**src/rtl/slt_32_bit_pkg.sv**
```systemverilog
// Shared constants for the 32-bit set-less-than block.
//   DATA_W    : operand / result width
//   SLT_TRUE  : result value when a < b
//   SLT_FALSE : result value otherwise
package slt_32_bit_pkg;

  localparam int unsigned DATA_W = 32;

  localparam logic [DATA_W-1:0] SLT_TRUE  = 32'd1;
  localparam logic [DATA_W-1:0] SLT_FALSE = 32'd0;

endpackage : slt_32_bit_pkg

```
**src/rtl/slt_32_bit_subtract.sv**
```systemverilog
// Purely combinational ripple subtractor: diff = a + ~b + 1.
// Ports:
//   a, b : operands (DATA_W bits)
//   diff : a - b modulo 2^DATA_W
//   c31  : carry into the MSB
//   c32  : carry out of the MSB (1 = no borrow)
module subtract_32_bit
  import slt_32_bit_pkg::*;
(
  input  logic [DATA_W-1:0] a,
  input  logic [DATA_W-1:0] b,
  output logic [DATA_W-1:0] diff,
  output logic              c31,
  output logic              c32
);

  logic [DATA_W-1:0] w_b_n;
  logic [DATA_W:0]   w_carry;

  // Carry-in of 1 completes the two's-complement negation of b.
  assign w_b_n      = ~b;
  assign w_carry[0] = 1'b1;

  // One full adder per bit; w_carry[i] is the carry into bit i.
  for (genvar i = 0; i < DATA_W; i++) begin : g_fa
    assign diff[i]      = a[i] ^ w_b_n[i] ^ w_carry[i];
    assign w_carry[i+1] = (a[i] & w_b_n[i]) | (w_carry[i] & (a[i] ^ w_b_n[i]));
  end

  assign c31 = w_carry[DATA_W-1];
  assign c32 = w_carry[DATA_W];

endmodule : subtract_32_bit

```
**src/rtl/slt_32_bit.sv**
```systemverilog
// Registered set-less-than: result = 1 when a < b, else 0, one cycle latency.
// Parameter:
//   SIGNED_CMP : 1 = two's-complement compare (slt), 0 = unsigned (sltu)
// Ports:
//   clk, rst_n : clock, asynchronous active-low reset
//   in_valid   : qualifies a and b this cycle
//   a, b       : operands
//   result     : registered {31'b0, lt}, held when no new operands arrive
//   out_valid  : one-cycle pulse when result carries a new value
module slt_32_bit
  import slt_32_bit_pkg::*;
#(
  parameter bit SIGNED_CMP = 1'b1
) (
  input  logic              clk,
  input  logic              rst_n,
  input  logic              in_valid,
  input  logic [DATA_W-1:0] a,
  input  logic [DATA_W-1:0] b,
  output logic [DATA_W-1:0] result,
  output logic              out_valid
);

  logic [DATA_W-1:0] w_diff;
  logic              w_c31;
  logic              w_c32;
  logic              w_ovf;
  logic              w_lt;
  logic              w_unused;

  logic [DATA_W-1:0] r_result;
  logic              r_valid;

  subtract_32_bit u_sub (
    .a    (a),
    .b    (b),
    .diff (w_diff),
    .c31  (w_c31),
    .c32  (w_c32)
  );

  // Only the sign bit of the difference matters for the decision.
  assign w_unused = ^w_diff[DATA_W-2:0];

  // Signed: sign of diff corrected by overflow. Unsigned: borrow out.
  assign w_ovf = w_c31 ^ w_c32;
  assign w_lt  = SIGNED_CMP ? (w_diff[DATA_W-1] ^ w_ovf) : ~w_c32;

  // Result holds between transactions; valid pulses once per capture.
  always_ff @(posedge clk or negedge rst_n) begin
    if (!rst_n) begin
      r_result <= SLT_FALSE;
      r_valid  <= 1'b0;
    end else begin
      r_valid <= in_valid;
      if (in_valid) begin
        r_result <= w_lt ? SLT_TRUE : SLT_FALSE;
      end
    end
  end

  assign result    = r_result;
  assign out_valid = r_valid;

endmodule : slt_32_bit

```
**config.mk**
```make
export PLATFORM = sky130hd
export DESIGN_NAME = slt_32_bit
export DESIGN_NICKNAME = d
export VERILOG_FILES = /design/src/rtl/slt_32_bit_pkg.sv /design/src/rtl/slt_32_bit_subtract.sv /design/src/rtl/slt_32_bit.sv
export SDC_FILE = /design/constraint.sdc
export NUM_CORES = 1
export LEC_CHECK = 0
export ABC_AREA = 0
export CORE_ASPECT_RATIO = 1.4
export CORE_MARGIN = 5
export CORE_UTILIZATION = 34
export CTS_CLUSTER_SIZE = 28
export DETAILED_ROUTE_END_ITERATION = 8
export PLACE_DENSITY = 0.89
export SLEW_MARGIN = 20
export SYNTH_ARGS = -nofsm -noshare
export SYNTH_HDL_FRONTEND = slang
export SYNTH_SLANG_ARGS = --single-unit
```
**constraint.sdc**
```tcl
create_clock -name clk -period 2.3 [get_ports clk]
set_clock_uncertainty 0.2 [all_clocks]
set_input_delay 0.46 -clock clk [delete_from_list [all_inputs] [get_ports clk]]
set_output_delay 0.46 -clock clk [all_outputs]
set_load 0.02 [all_outputs]
```
==> results of run 1 <==
[logic make-up (layout without fill, tap and decap cells)]
| group | count (synthesis) | count (layout) | share of synthesized area (%) |
|---|---|---|---|
| buffers and inverters | 66 | 116 | 33.4 |
| adder cells (fa/ha/maj) | 31 | 31 | 36.2 |
| AO/OA/AOI/OAI | 28 | 28 | 21.7 |
| AND/OR/NAND/NOR | 7 | 7 | 2.87 |
| flip-flops | 2 | 2 | 4.59 |
| other | 1 | 31 | 0.344 |
| multiplexers | 1 | 1 | 0.917 |
[sequential cells by signal, summed over array words and instances (netlist names)]
register,count
out_valid,1
result,1
[metal layers]
metal	up-vias	share of wire [%]	track usage [%]
met5	-	0	0
met1	505	33	12.5
met2	60	57	29.5
met4	0	0.76	3.25
li1	554	-	-
met3	2	9.0	3.19
[worst max-delay path: cells and delay by family]
| kind | cells | cell delay (ps) |
|---|---|---|
| AO/OA/AOI/OAI | 4 | 710 |
| multiplexers | 1 | 120 |
| buffers and inverters | 1 | 270 |
| AND/OR/NAND/NOR | 1 | 90 |
| adder cells (fa/ha/maj) | 2 | 590 |
[final cells by class]
class,instances,area (um2),area share (%)
clock buffers,3,41.3,1.91
inverters,35,149,6.87
multi-input cells,98,1180,54.5
flip-flops and latches,2,50.0,2.31
well taps,39,48.8,2.25
repair buffers,78,697,32.2
[power by group through the flow]
stage | Combinational, mW | Clock (mW) | Sequential (mW)
CTS | 0.382 | 0.138 | 0.0414
detailed placement | 0.334 | 0 | 0.0418
floorplan | 0.202 | 0 | 0.0463
global placement | 0.324 | 0 | 0.0413
finish | 0.397 | 0.136 | 0.0413
global route | 0.434 | 0.142 | 0.0416
[metrics by stage]
| step | setup TNS [ps] | cells |
|---|---|---|
| 6_report | -14.0 | 255 |
| 5_1_grt | -95.2 | 255 |
| 4_1_cts | -43.2 | 253 |
| 3_5_place_dp | -772 | 249 |
| 3_3_place_gp | -714 | 249 |
| 2_1_floorplan | -29.0 | 166 |
[worst paths after layout]
kind	startpoint	to	slack, ps	cells after the start
worst max-delay path	a[25]	result[0]	-10	9
worst min-delay path	rst_n	out_valid	220	1
worst max register to register	result[0]	result[0]	1510	2
worst min register to register	result[0]	result[0]	320	2
max in group asynchronous	rst_n	result[0]	1550	1
min in group clk	result[0]	result[0]	320	2
[timing repair]
action | CTS | global route
setup endpoints to repair | 1 | 1
buffers inserted | 1 | 2
pin swaps | 45 | 30
gates resized for setup | 142 | 28
[cells in the final DEF (no fill, tap or decap), types with 5 or more instances in the layout]
cell type and n:
conb_1 31, ha_1 5, a2111oi_4 5, ha_4 21, dlygate4sd2_1 36, buf_4 10, buf_2 5, clkdlybuf4s15_1 6
inv_2 16, clkdlybuf4s50_1 7, inv_1 16, dlymetal6s2s_1 7
==> impl_metrics.tcl, run 1 <==
set metrics [dict create \
    start_util_pct 35.3 \
    slowest_delay_ps 350 \
    max-cap-violations 0 \
    io_buffers 68 \
    whs_ps 222 \
    place_ws_ps -772 \
    rsz0062_at_grt "yes" \
    clockPowerShare_pct 23.7 \
    wire_per_inst_um 13.4 \
    path_cells "dlygate4sd2_1 -> ha_4 -> a21oi_2 -> o21ai_1 -> a221o_1 -> a211oi_2 -> nor2_1 -> fa_2 -> mux2i_1" \
    cp.required_ps 2230 \
    gp_congestion 0.751 \
    postCtsHoldBufs 0 \
    initialDrtViolationCount 6 \
    fin_ws_ps -14.0 \
    drtAntennaViolNets 0 \
    utilization_pct 70.1 \
    cts_root_buffer "clkbuf_8" \
    comb_power_share_pct 69.1 \
    internal-power_mw 0.357 \
    fp.coreArea_um2 3090 \
    yosysSeqAreaShare_pct 4.59 \
    first_global_vias 1249 \
    p_leak_nw 1.10 \
    synth-edff-count 0 \
    numClockSinks 2 \
    insertion_delay_ps 200 \
    yosys.area.top_type "ha_1" \
    synth_commonest_cells "inv_1, buf_4, ha_1" \
    grt_pass1_wl_um 5090 \
    clkTransAtPathRegs_ps 30 \
    synthTopCellsByArea "ha_1, buf_4, inv_1" \
    nets 316 \
    overflow 0 \
    drc_errors 0 \
    antennaDiodeCount 0 \
    die_area_um2 4460 \
    hold_path.class "primary input to asynchronous set/reset pin" \
    finalSetupViolCount 1 \
    period_needed_ps 2310 \
    violations "setup timing" \
    syn_area_um2 1090 \
    status "finished, violations left" \
    peakVddDrop_mv 0.236 \
    n_fill_cell 252 \
    critical_path.max_fanout 2 \
    netSwitchingFraction_pct 37.8 \
    numCtsBuffers 3 \
    syn_inst 136 \
    async_reset_ff_share_pct 100 \
    die_x_um 57.9 \
    worst_setup_path_end_kind "flip-flop" \
    synth_cell_types 24 \
    drive_gt1_share_pct 39.8 \
    synth_top_area_share_pct 34.4 \
    grt_usage_pct 14.0 \
    p_per_area_nw_per_um2 265 \
    grt_max_degree 3 \
    cts_tree "built" \
    synth-seq-cells 2 \
    antenna_found_initial 0 \
    synth_area_per_cell_um2 8.02 \
    p_seq_share_pct 7.2 \
    yosysWarnings 0 \
    fin_area_um2 2170 \
    die_h_um 77.0 \
    worst_path_max_delay_cell "a221o_1" \
    viasPerCell 4.40 \
    synthFlopType "dfrtp_1" \
    placed_area_um2 1820 \
    finalWirelength_um 3430 \
    syn_to_final_growth_pct 98.6 \
    p_switching_mw 0.217 \
    clock.fmax_ghz 0.432 \
    path_class "primary input to flip-flop" \
    drt_pass1_iterations 2 \
    place_hpwl_um 2780 \
    htreeDepth 1 \
    min_period_over_period_pct 101 \
    rows 24 \
    slew_viol_final 0 \
    io_pins 100 \
    finalHoldViolations 0 \
    cp.arrival_ps 2240 \
    power_mw 0.575 \
    clockBufferDepth 2 \
    startpoint_type "primary input" \
    vias 1121 \
    synth.most_common_cell "inv_1" \
]
Power figures use the tool's default switching activity.
==> inputs of run 2 (changes only) <==
- CORE_MARGIN: 5 -> 2
- SLEW_MARGIN: 20 -> not set
==> run 2 against run 1 <==
Net effect: the run still ends with setup timing left; clock power hardly changed; setup slack worse by 50 ps; maximum frequency is 2.1% lower; register-to-register slack hardly changed; final cell count is 2.0% higher; utilization is 0.12 points lower; sequential share of layout area hardly changed; sequential power hardly changed; non-clock buffer count is 5 higher; critical path depth stayed put; routed wire length is 2.7% lower; total power is 1.8% higher; critical endpoint unchanged.
==> impl_metrics.tcl, run 2 (synthesized netlist as in run 1, its figures left out) <==
set metrics [dict create \
    drc_errors 0 \
    rows 24 \
    syn_to_final_growth_pct 98.3 \
    p_leak_nw 1.06 \
    rr_startpoint "result[0]" \
    fp.coreArea_um2 3090 \
    rsz0062_at_grt "yes" \
    antenna_found_initial 0 \
    initialDrtViolationCount 6 \
    hold_path.class "primary input to asynchronous set/reset pin" \
    cp.arrival_ps 2300 \
    peakVddDrop_mv 0.229 \
    io_buffers 68 \
    numCtsBuffers 3 \
    n_fill_cell 267 \
    numClockSinks 2 \
    cts_tree "built" \
    grt_pass1_wl_um 5240 \
    die_h_um 71.0 \
    grt_max_degree 3 \
    die_x_um 51.9 \
    endpoint "result[0]" \
    fin_ws_ps -63.8 \
    die_area_um2 3680 \
    drtAntennaViolNets 0 \
    viasPerCell 4.43 \
    reg2reg_to "result[0]" \
    worst_setup_path_end_kind "flip-flop" \
    cts_root_buffer "clkbuf_8" \
    clock.fmax_ghz 0.423 \
    critical_path.max_fanout 1 \
    gp_congestion 0.636 \
    rrSetupSlack_ps 1500 \
    overflow 0 \
    final_cell_mix "dlygate4sd2_1, conb_1, ha_4" \
    nets 321 \
    wire_per_inst_um 12.8 \
    grt_usage_pct 18.5 \
    htreeDepth 1 \
    status "finished, violations left" \
    startpoint_type "primary input" \
    clkTransAtPathRegs_ps 30 \
    antennaDiodeCount 0 \
    cp.required_ps 2230 \
    slew_viol_final 0 \
    finalWirelength_um 3330 \
    p_per_area_nw_per_um2 271 \
    fin_area_um2 2160 \
    drt_pass1_iterations 2 \
    place_hpwl_um 2520 \
    postCtsHoldBufs 0 \
    period_needed_ps 2360 \
    fin_tns_setup_ps -63.8 \
    violations "setup timing" \
    max-cap-violations 0 \
    first_global_vias 1285 \
    clockBufferDepth 2 \
    min_period_over_period_pct 103 \
    crit_path_start "a[8]" \
    placed_area_um2 1830 \
    utilization_pct 69.9 \
    vias 1152 \
    io_pins 100 \
    finalHoldViolations 0 \
    layout_commonest_cell "dlygate4sd2_1" \
    finalSetupViolCount 1 \
    start_util_pct 35.3 \
    r2r_cells 2 \
    drive_gt1_share_pct 39.4 \
    insertion_delay_ps 210 \
    path_class "primary input to flip-flop" \
]
[run 2: cell types whose count changed in the layout (fill, tap and decap cells not counted), moves of 3 or more]
cell / change
buf_2: +3
buf_4: +4
clkbuf_2: -3
dlygate4sd2_1: +5
dlymetal6s2s_1: -7
[run 2: layer usage]
layer | track usage, % | vias up | wire length [um] | share of wire (%)
met5 | 0 | - | 0 | 0
met1 | 16.4 | 518 | 1010 | 30
li1 | - | 564 | - | -
met2 | 39.1 | 66 | 1970 | 59
met3 | 2.95 | 4 | 298 | 8.9
met4 | 5.56 | 0 | 58 | 1.7
[run 2: cell type report]
| type | instances | area [um2] | share of cell area, % |
|---|---|---|---|
| Multi-Input combinational cell | 98 | 1160 | 53.8 |
| Timing Repair Buffer | 83 | 712 | 32.9 |
| Inverter | 35 | 146 | 6.77 |
| Sequential cell | 2 | 50.0 | 2.31 |
| Tap cell | 39 | 48.8 | 2.26 |
| Clock buffer | 3 | 41.3 | 1.91 |
[run 2: what timing repair did]
item,CTS,global route
buffers inserted,7,0
endpoints found under the setup margin,1,1
resized for setup,158,2
pin swaps,51,0
[run 2: stage by stage]
stage / power [mW] / setup WS [ps] / std cells / hold WS, ps
finish: 0.585 / -63.8 / 260 / 218
global route: 0.628 / -173 / 260 / 232
detailed placement: 0.378 / -771 / 250 / 322
global placement: 0.368 / -717 / 250 / 311
floorplan: 0.248 / -29.0 / 166 / -35.6
CTS: 0.581 / -36.3 / 260 / 216
[run 2: how the worst min path moves through the flow]
stage	slack [ps]	to	depth (start not counted)	from
6_report	220	out_valid	1	rst_n
4_1_cts	220	out_valid	1	rst_n
3_5_place_dp	320	result[0]	2	result[0]
5_1_grt	230	out_valid	1	rst_n
2_1_floorplan	-40	out_valid	0	rst_n
3_3_place_gp	310	result[0]	2	result[0]
[run 2: where the power goes]
group	switching (mW)	internal [mW]
combinational	0.193	0.213
clock	0.0276	0.111
sequential	0.00182	0.0393
total	0.222	0.363
[run 2: critical path, stage by stage]
cell	delay [ps]
clkdlybuf4s50_1	410
ha_1	300
o21a_1	120
o2111ai_2	220
a21oi_2	80
a211oi_2	170
nor2_1	70
fa_2	330
mux2i_1	130
==> inputs of run 3 (changes only) <==
- SLEW_MARGIN: not set -> 20
==> results of run 3 <==
Final layout, timing and power as in run 2 (identical DEF).
